## config.mk

```make
export PLATFORM = sky130hd
export DESIGN_NAME = crumb_bank
export DESIGN_NICKNAME = d
export VERILOG_FILES = /design/src/rtl/crumb_bank.sv
export SDC_FILE = /design/constraint.sdc
export NUM_CORES = 1
export LEC_CHECK = 0
export CAP_MARGIN = 20
export CORE_UTILIZATION = 47
export CTS_CLUSTER_SIZE = 20
export DETAILED_ROUTE_END_ITERATION = 16
export PLACE_DENSITY = 0.73
export RECOVER_POWER = 25
export SYNTH_ARGS = -nofsm -noshare
export SYNTH_HDL_FRONTEND = slang
export SYNTH_SLANG_ARGS = --single-unit
```

## constraint.sdc

```tcl
create_clock -name clk -period 3.2 [get_ports clk]
set_input_delay 0.32 -clock clk [delete_from_list [all_inputs] [get_ports clk]]
set_output_delay 0.32 -clock clk [all_outputs]
set_load 0.02 [all_outputs]
```

## src/rtl/crumb_bank.sv

```systemverilog
// crumb_bank: prescaled synchronous divide chain producing LANES derived clocks,
// per-lane reset/enable release after an INIT hold, and a whitened random-bit shifter.
module crumb_bank #(
    parameter int LANES      = 4,
    parameter int DIV_W      = 8,
    parameter int RST_CYCLES = 4
) (
    input  logic             clk,
    input  logic             rst,
    input  logic             en,
    input  logic [DIV_W-1:0] div,
    input  logic [LANES-1:0] lane_en,
    input  logic             rbit,
    input  logic             rbit2,
    output logic [LANES-1:0] clk_o,
    output logic [LANES-1:0] rst_no,
    output logic [LANES-1:0] en_o,
    output logic [LANES-1:0] rbit_o,
    output logic             busy
);

    // state | meaning
    // IDLE  | out of reset, all outputs low, waiting for en
    // INIT  | downstream resets held low for RST_CYCLES enabled cycles
    // RUN   | prescaler and divide chain running, lanes released per lane_en
    localparam logic [1:0] ST_IDLE = 2'd0;
    localparam logic [1:0] ST_INIT = 2'd1;
    localparam logic [1:0] ST_RUN  = 2'd2;

    localparam int INIT_W = $clog2(RST_CYCLES + 1);
    localparam logic [INIT_W-1:0] INIT_LAST = INIT_W'(RST_CYCLES - 1);

    logic [1:0]        state;
    logic [DIV_W-1:0]  pcnt;
    logic [INIT_W-1:0] icnt;
    logic [LANES-1:0]  phase;
    logic [LANES-1:0]  phase_nxt;
    logic [LANES-1:0]  toggle;
    logic              carry;
    logic              tick;

    // >= rather than == so a div shrunk below the running count still ticks
    assign tick = (state == ST_RUN) && (pcnt >= div);
    assign busy = (state == ST_INIT);

    // A lane toggles when every lower lane is about to fall 1->0: a ripple carry.
    always_comb begin
        toggle = '0;
        carry  = tick;
        for (int i = 0; i < LANES; i++) begin
            toggle[i] = carry;
            carry     = carry & phase[i];
        end
        phase_nxt = phase ^ toggle;
    end

    always_ff @(posedge clk or posedge rst) begin
        if (rst) begin
            state  <= ST_IDLE;
            pcnt   <= '0;
            icnt   <= '0;
            phase  <= '0;
            clk_o  <= '0;
            rst_no <= '0;
            en_o   <= '0;
            rbit_o <= '0;
        end else if (en) begin
            case (state)
                ST_IDLE: begin
                    state  <= ST_INIT;
                    icnt   <= '0;
                    clk_o  <= '0;
                    rst_no <= '0;
                    en_o   <= '0;
                end
                ST_INIT: begin
                    clk_o  <= '0;
                    rst_no <= '0;
                    en_o   <= '0;
                    if (icnt == INIT_LAST) begin
                        state <= ST_RUN;
                    end else begin
                        icnt <= icnt + 1'b1;
                    end
                end
                ST_RUN: begin
                    pcnt   <= tick ? '0 : pcnt + 1'b1;
                    phase  <= phase_nxt;
                    clk_o  <= phase_nxt & lane_en;
                    rst_no <= lane_en;
                    en_o   <= lane_en;
                    if (tick) begin
                        rbit_o <= {rbit_o[LANES-2:0], rbit ^ rbit2};
                    end
                end
                default: begin
                    state <= ST_IDLE;
                end
            endcase
        end
    end

endmodule

```

==> results of run 1 <==
layer usage:
layer  share of wire  wire length [um]
met1            0.45              1470
met2            0.49              1600
met3           0.032               106
met4           0.032               104
met5               0                 0
power breakdown:
group | leakage [uW] | switching [uW] | internal [uW]
Clock | 0.0000314 | 117 | 103
Sequential | 0.000386 | 83.0 | 434
Combinational | 0.000520 | 192 | 175
Total | 0.000937 | 392 | 713
synth_stat cells, drive strengths merged:
cell / instances
a31oi: 2
inv: 21
a32oi: 3
nand3b: 1
mux2: 3
dfrtp: 29
o21ai: 13
nor2b: 1
clkbuf: 4
nand2b: 2
a211oi: 2
buf: 4
ha: 14
nand4: 1
a21o: 1
a32o: 1
o2bb2ai: 1
a21oi: 6
a2111o: 1
nor2: 8
nand3: 3
xor2: 2
a22oi: 4
a211o: 1
nand2: 21
o22ai: 7
and2: 1
and3: 1
clkinv: 1
nor3: 1
nor4: 1
xnor2: 3
mux2i: 1
or4: 2
flip-flops by register name, summed over array words and instances, names as in the netlist:
signal  count
icnt        3
pcnt        8
en_o        4
rbit_o      4
phase       4
clk_o       4
state       2
kinds of logic after synthesis:
family	count (synthesis)
AND/OR/NAND/NOR	43
AO/OA/AOI/OAI	42
buffers and inverters	30
flip-flops	29
adder cells (fa/ha/maj)	14
XOR/XNOR	5
multiplexers	4
metrics by stage:
stage                     hold WS (ps)  total power (uW)  setup slack [ps]   util
after CTS                          505              1120               414  0.640
after detailed placement           484               893               136  0.623
after global placement             465               875               248  0.623
after global routing               359              1190               217  0.642
after floorplan                    398               754               559      -
final                              350              1100               426  0.642
area by class of cell:
class | count | area share
Clock buffer | 7 | 0.0274
Inverter | 22 | 0.0411
Multi-Input combinational cell | 108 | 0.368
Sequential cell | 29 | 0.362
Tap cell | 44 | 0.0274
Timing Repair Buffer | 36 | 0.174
worst max-delay path, cell delays in order, from the launching register on:
cell and delay [ps]:
dfrtp_1 420, inv_1 60, ha_1 270, nand2b_4 130
a2111o_1 430, a211oi_2 250, nor3_1 80, ha_1 210
ha_1 180, ha_1 210, xor2_1 150, a22oi_1 160
o22ai_1 110
path summary, 6_finish.rpt:
check	endpoint	slack (ps)	cells after the start	startpoint
max reg2reg	clk_o[3]	430	12	pcnt[0]
min in group clk	icnt[2]	500	2	icnt[2]
max in group asynchronous	en_o[1]	1410	3	rst
min reg2reg	icnt[2]	500	2	icnt[2]
min	icnt[0]	350	2	rst
max	clk_o[3]	430	12	pcnt[0]
==> flow_metrics.env, run 1 <==
export IMPL_cts_root_buf="clkbuf_4"
export IMPL_die_h_um=60.2
export IMPL_drt_wirelength_per_cell_um=13.3
export IMPL_io_pins=34
export IMPL_synth_distinct_cells=37
export IMPL_clock_sinks=29
export IMPL_rsz0062_at_grt="false"
export IMPL_place_gp_congestion=0.744
export IMPL_synth_nets=198
export IMPL_port_buffers=33
export IMPL_dieArea_mm2=0.00363
export IMPL_min_path_type="input pin to asynchronous set/reset pin"
export IMPL_drive_gt1_frac=0.0644
export IMPL_synth_compound_area_frac=0.172
export IMPL_cts_tree="done"
export IMPL_synth_area_top_cells="dfrtp_1 46%, ha_1 11%, inv_1 4.9%"
export IMPL_status="finished clean"
export IMPL_numCtsBuffers=5
export IMPL_final_cell_mix="32 x clkdlybuf4s50_1, 29 x dfrtp_1, 21 x inv_1, 21 x nand2_1, 14 x ha_1"
export IMPL_syn_area_per_cell_um2=9.54
export IMPL_die_width_um=60.2
export IMPL_place_inst=238
export IMPL_htree_num_levels=2
export IMPL_clk_path_buf_depth=2
export IMPL_area_growth_pct=26.0
export IMPL_antenna_left=0
export IMPL_mostFrequentLayoutCell="clkdlybuf4s50_1"
export IMPL_post_cts_buffers=0
export IMPL_cp_arrival_ps=2980
export IMPL_clk_latency_ps=330
export IMPL_top_usage_layer="met2"
export IMPL_drt_iter0_drc=65
export IMPL_synth_area_mux_share=0.0275
export IMPL_finalSetupViolCount=0
export IMPL_synth_top_area_frac=0.456
export IMPL_hpwl_mm=2.47
export IMPL_antenna_cells=0
export IMPL_syn_area_mm2=0.00159
export IMPL_hold_viol_final=0
export IMPL_regArea_um2=726
export IMPL_fill_cells=276
export IMPL_cts_hold_buffers_added=0
export IMPL_via_count=1308
export IMPL_synth_seq_cells=29
export IMPL_grtUsageTotal=0.216
export IMPL_met1_usage=0.247
export IMPL_fin_nets=233
export IMPL_setup_tns_ps=0
export IMPL_seq_area_frac_synth=0.456
export IMPL_p_leak_uw=0.000937
export IMPL_rows=20
export IMPL_synth_top_family_by_area="compound AO/OA/AOI/OAI gates"
export IMPL_cts_repair_resized=0
export IMPL_worstSetupPathType="register to register"
export IMPL_synth_area_leader_cell="dfrtp_1"
export IMPL_final_cells=246
export IMPL_grt_antenna_before_repair=0
export IMPL_powerDensity_mw_per_mm2=550
export IMPL_tightest_slew_ps=1270
export IMPL_design_area_mm2=0.00201
export IMPL_coreArea_mm2=0.00313
export IMPL_period_minus_slack_ps=2770
export IMPL_grt_max_degree=30
export IMPL_drv_cap=0
export IMPL_fmax_mhz=360
export IMPL_fin_skew_ps=4.93
export IMPL_peakVddDrop_v=0.000312
export IMPL_grt_remaining_overflow=0
export IMPL_slew_viol_final=0
export IMPL_drt_total_wl_mm=3.28
export IMPL_first_pass_iters=4
export IMPL_synth_xor_area_share=0.0275
export IMPL_path_clk_slew_ps=80
export IMPL_synthSimpleGateAreaFrac=0.127
export IMPL_multi_input_comb_area_um2=739
export IMPL_synthAdderAreaFrac=0.110
export IMPL_period_share=0.867
export IMPL_placed_area_mm2=0.00195
export IMPL_grtUsageMet2=0.358
export IMPL_use_met3=0.0476
export IMPL_grt_pass1_wl_mm=5.63
export IMPL_drc=0
export IMPL_via_per_inst=5.32
export IMPL_syn_inst=167
export IMPL_endpoint_kind="register"
export IMPL_cp_required_ps=3410
export IMPL_critPathMaxFanout=5
export IMPL_ys_warnings_count=0
export IMPL_cp_start_kind="register"
export IMPL_grt_pass1_vias=1369
export IMPL_max_slew_margin_rel=0.154
export IMPL_start_util=0.509
No activity file was read; power rests on OpenSTA's default activity.
==> run 2: changes to the inputs <==
Settings changed: ABC_CLOCK_PERIOD_IN_PS set to 2350, CORE_UTILIZATION 47 to 45.
Clock period 3.2 ns to 2.35 ns, I/O delays scaled along.
==> flow_metrics.env, run 2 (synthesis gave the netlist of run 1 again) <==
export IMPL_status="complete, but fails checks"
export IMPL_failed_checks="capacitance limit, slew limit, setup timing"
export IMPL_top_register="pcnt"
export IMPL_powerDensity_mw_per_mm2=731
export IMPL_die_h_um=61.5
export IMPL_via_per_inst=5.18
export IMPL_rrSetupSlack_ps=-200
export IMPL_fmax_mhz=393
export IMPL_grt_pass1_vias=1327
export IMPL_peakVddDrop_v=0.000469
export IMPL_clk_latency_ps=320
export IMPL_clk_path_buf_depth=2
export IMPL_worstSetupPathType="register to register"
export IMPL_power_uw=1590
export IMPL_cts_root_buf="clkbuf_4"
export IMPL_max_slew_margin_rel=-0.0136
export IMPL_fill_cells=306
export IMPL_grt_antenna_before_repair=0
export IMPL_tightest_slew_ps=1520
export IMPL_fin_nets=248
export IMPL_antenna_left=0
export IMPL_dieArea_mm2=0.00378
export IMPL_drv_cap=1
export IMPL_place_gp_congestion=0.788
export IMPL_cts_hold_buffers_added=0
export IMPL_drive_gt1_frac=0.166
export IMPL_hold_viol_final=0
export IMPL_htree_num_levels=2
export IMPL_rows=21
export IMPL_critPathMaxFanout=2
export IMPL_drc=0
export IMPL_grt_remaining_overflow=0
export IMPL_coreArea_mm2=0.00336
export IMPL_cts_tree="done"
export IMPL_largest_reg_flops=8
export IMPL_cp_arrival_ps=2750
export IMPL_p_leak_uw=0.00103
export IMPL_endpoint_kind="register"
export IMPL_numCtsBuffers=5
export IMPL_cp_start_kind="register"
export IMPL_fin_skew_ps=4.06
export IMPL_cp_required_ps=2550
export IMPL_path_clk_slew_ps=90
export IMPL_grt_max_degree=30
export IMPL_rsz0062_at_grt="true"
export IMPL_port_buffers=33
export IMPL_final_util=0.648
export IMPL_fin_ws_ps=-196
export IMPL_die_width_um=61.5
export IMPL_hpwl_mm=2.59
export IMPL_grtUsageTotal=0.211
export IMPL_grt_pass1_wl_mm=5.72
export IMPL_antenna_cells=0
export IMPL_fin_hold_ws_ps=513
export IMPL_min_path_type="register to register"
export IMPL_drt_total_wl_mm=3.43
export IMPL_drt_iter0_drc=77
export IMPL_start_util=0.474
export IMPL_clock_sinks=29
export IMPL_mostFrequentLayoutCell="clkdlybuf4s50_1"
export IMPL_drt_wirelength_per_cell_um=13.0
export IMPL_first_pass_iters=4
export IMPL_area_growth_pct=36.8
export IMPL_finalSetupViolCount=3
export IMPL_slew_viol_final=30
export IMPL_period_share=1.08
export IMPL_period_minus_slack_ps=2550
export IMPL_final_cell_mix="32 x clkdlybuf4s50_1, 29 x dfrtp_1, 21 x inv_1"
export IMPL_io_pins=34
export IMPL_via_count=1362
==> run 2: cell types whose count changed in the layout (fill, tap and decap cells not counted), moves of 2 or more <==
| cell | delta |
|---|---|
| nand2_1 | -2 |
| ha_1 | -3 |
| ha_4 | +2 |
| buf_4 | +15 |
==> run 2: worst max-delay path, cell delays in order, from the launching register on <==
cell and delay (ps):
dfrtp_1 360, inv_1 50, ha_1 270, nand2b_4 140, a2111o_1 390, a211oi_2 260
nor3_2 60, ha_2 200, ha_4 160, ha_4 150, xor2_1 140, a22oi_1 160
o22ai_1 100
==> run 2: cell type report <==
type,instances,area (um^2),share of cell area
Clock buffer,7,55.1,0.0253
Tap cell,46,57.6,0.0264
Sequential cell,29,726,0.333
Multi-Input combinational cell,108,797,0.366
Inverter,22,82.6,0.0379
Timing Repair Buffer,51,462,0.212
==> run 2: path summary, 6_finish.rpt <==
kind,end,depth (start not counted),startpoint
setup / recovery,clk_o[3],12,pcnt[0]
hold / removal,icnt[2],2,icnt[2]
setup reg to reg,clk_o[3],12,pcnt[0]
hold reg to reg,icnt[2],2,icnt[2]
max in group asynchronous,pcnt[3],3,rst
min in group asynchronous,rbit_o[2],3,rst
==> run 2: what timing repair did <==
item | CTS | global route
buffers inserted | 1 | 1
resized for setup | 0 | 6
pin swaps | 4 | 3
endpoints found under the setup margin | 5 | 5
==> run 2: report_power, final <==
group	internal, uW	total (uW)	leakage (uW)	switching (uW)
Clock	141	303	0.0000314	162
Sequential	591	688	0.000386	96.7
Combinational	300	602	0.000616	302
==> run 2: per-layer routing <==
layer  up-vias  GRT usage  routed length (um)  part of all wire
li1        676          -                   -                 -
met1       659      0.266                1580              0.46
met2        22      0.358                1700              0.50
met3         5     0.0504                 103             0.030
met4         0     0.0667                  44             0.013
met5         -          0                   0                 0
==> run 2: through the flow <==
stage	instances	setup slack, ps	instance area, um^2	setup TNS (ps)
global placement	254	-436	2080	-1860
floorplan	167	-228	1620	-488
finish	263	-196	2180	-368
CTS	262	-187	2150	-318
global route	263	-306	2180	-915
detailed placement	254	-510	2080	-2560
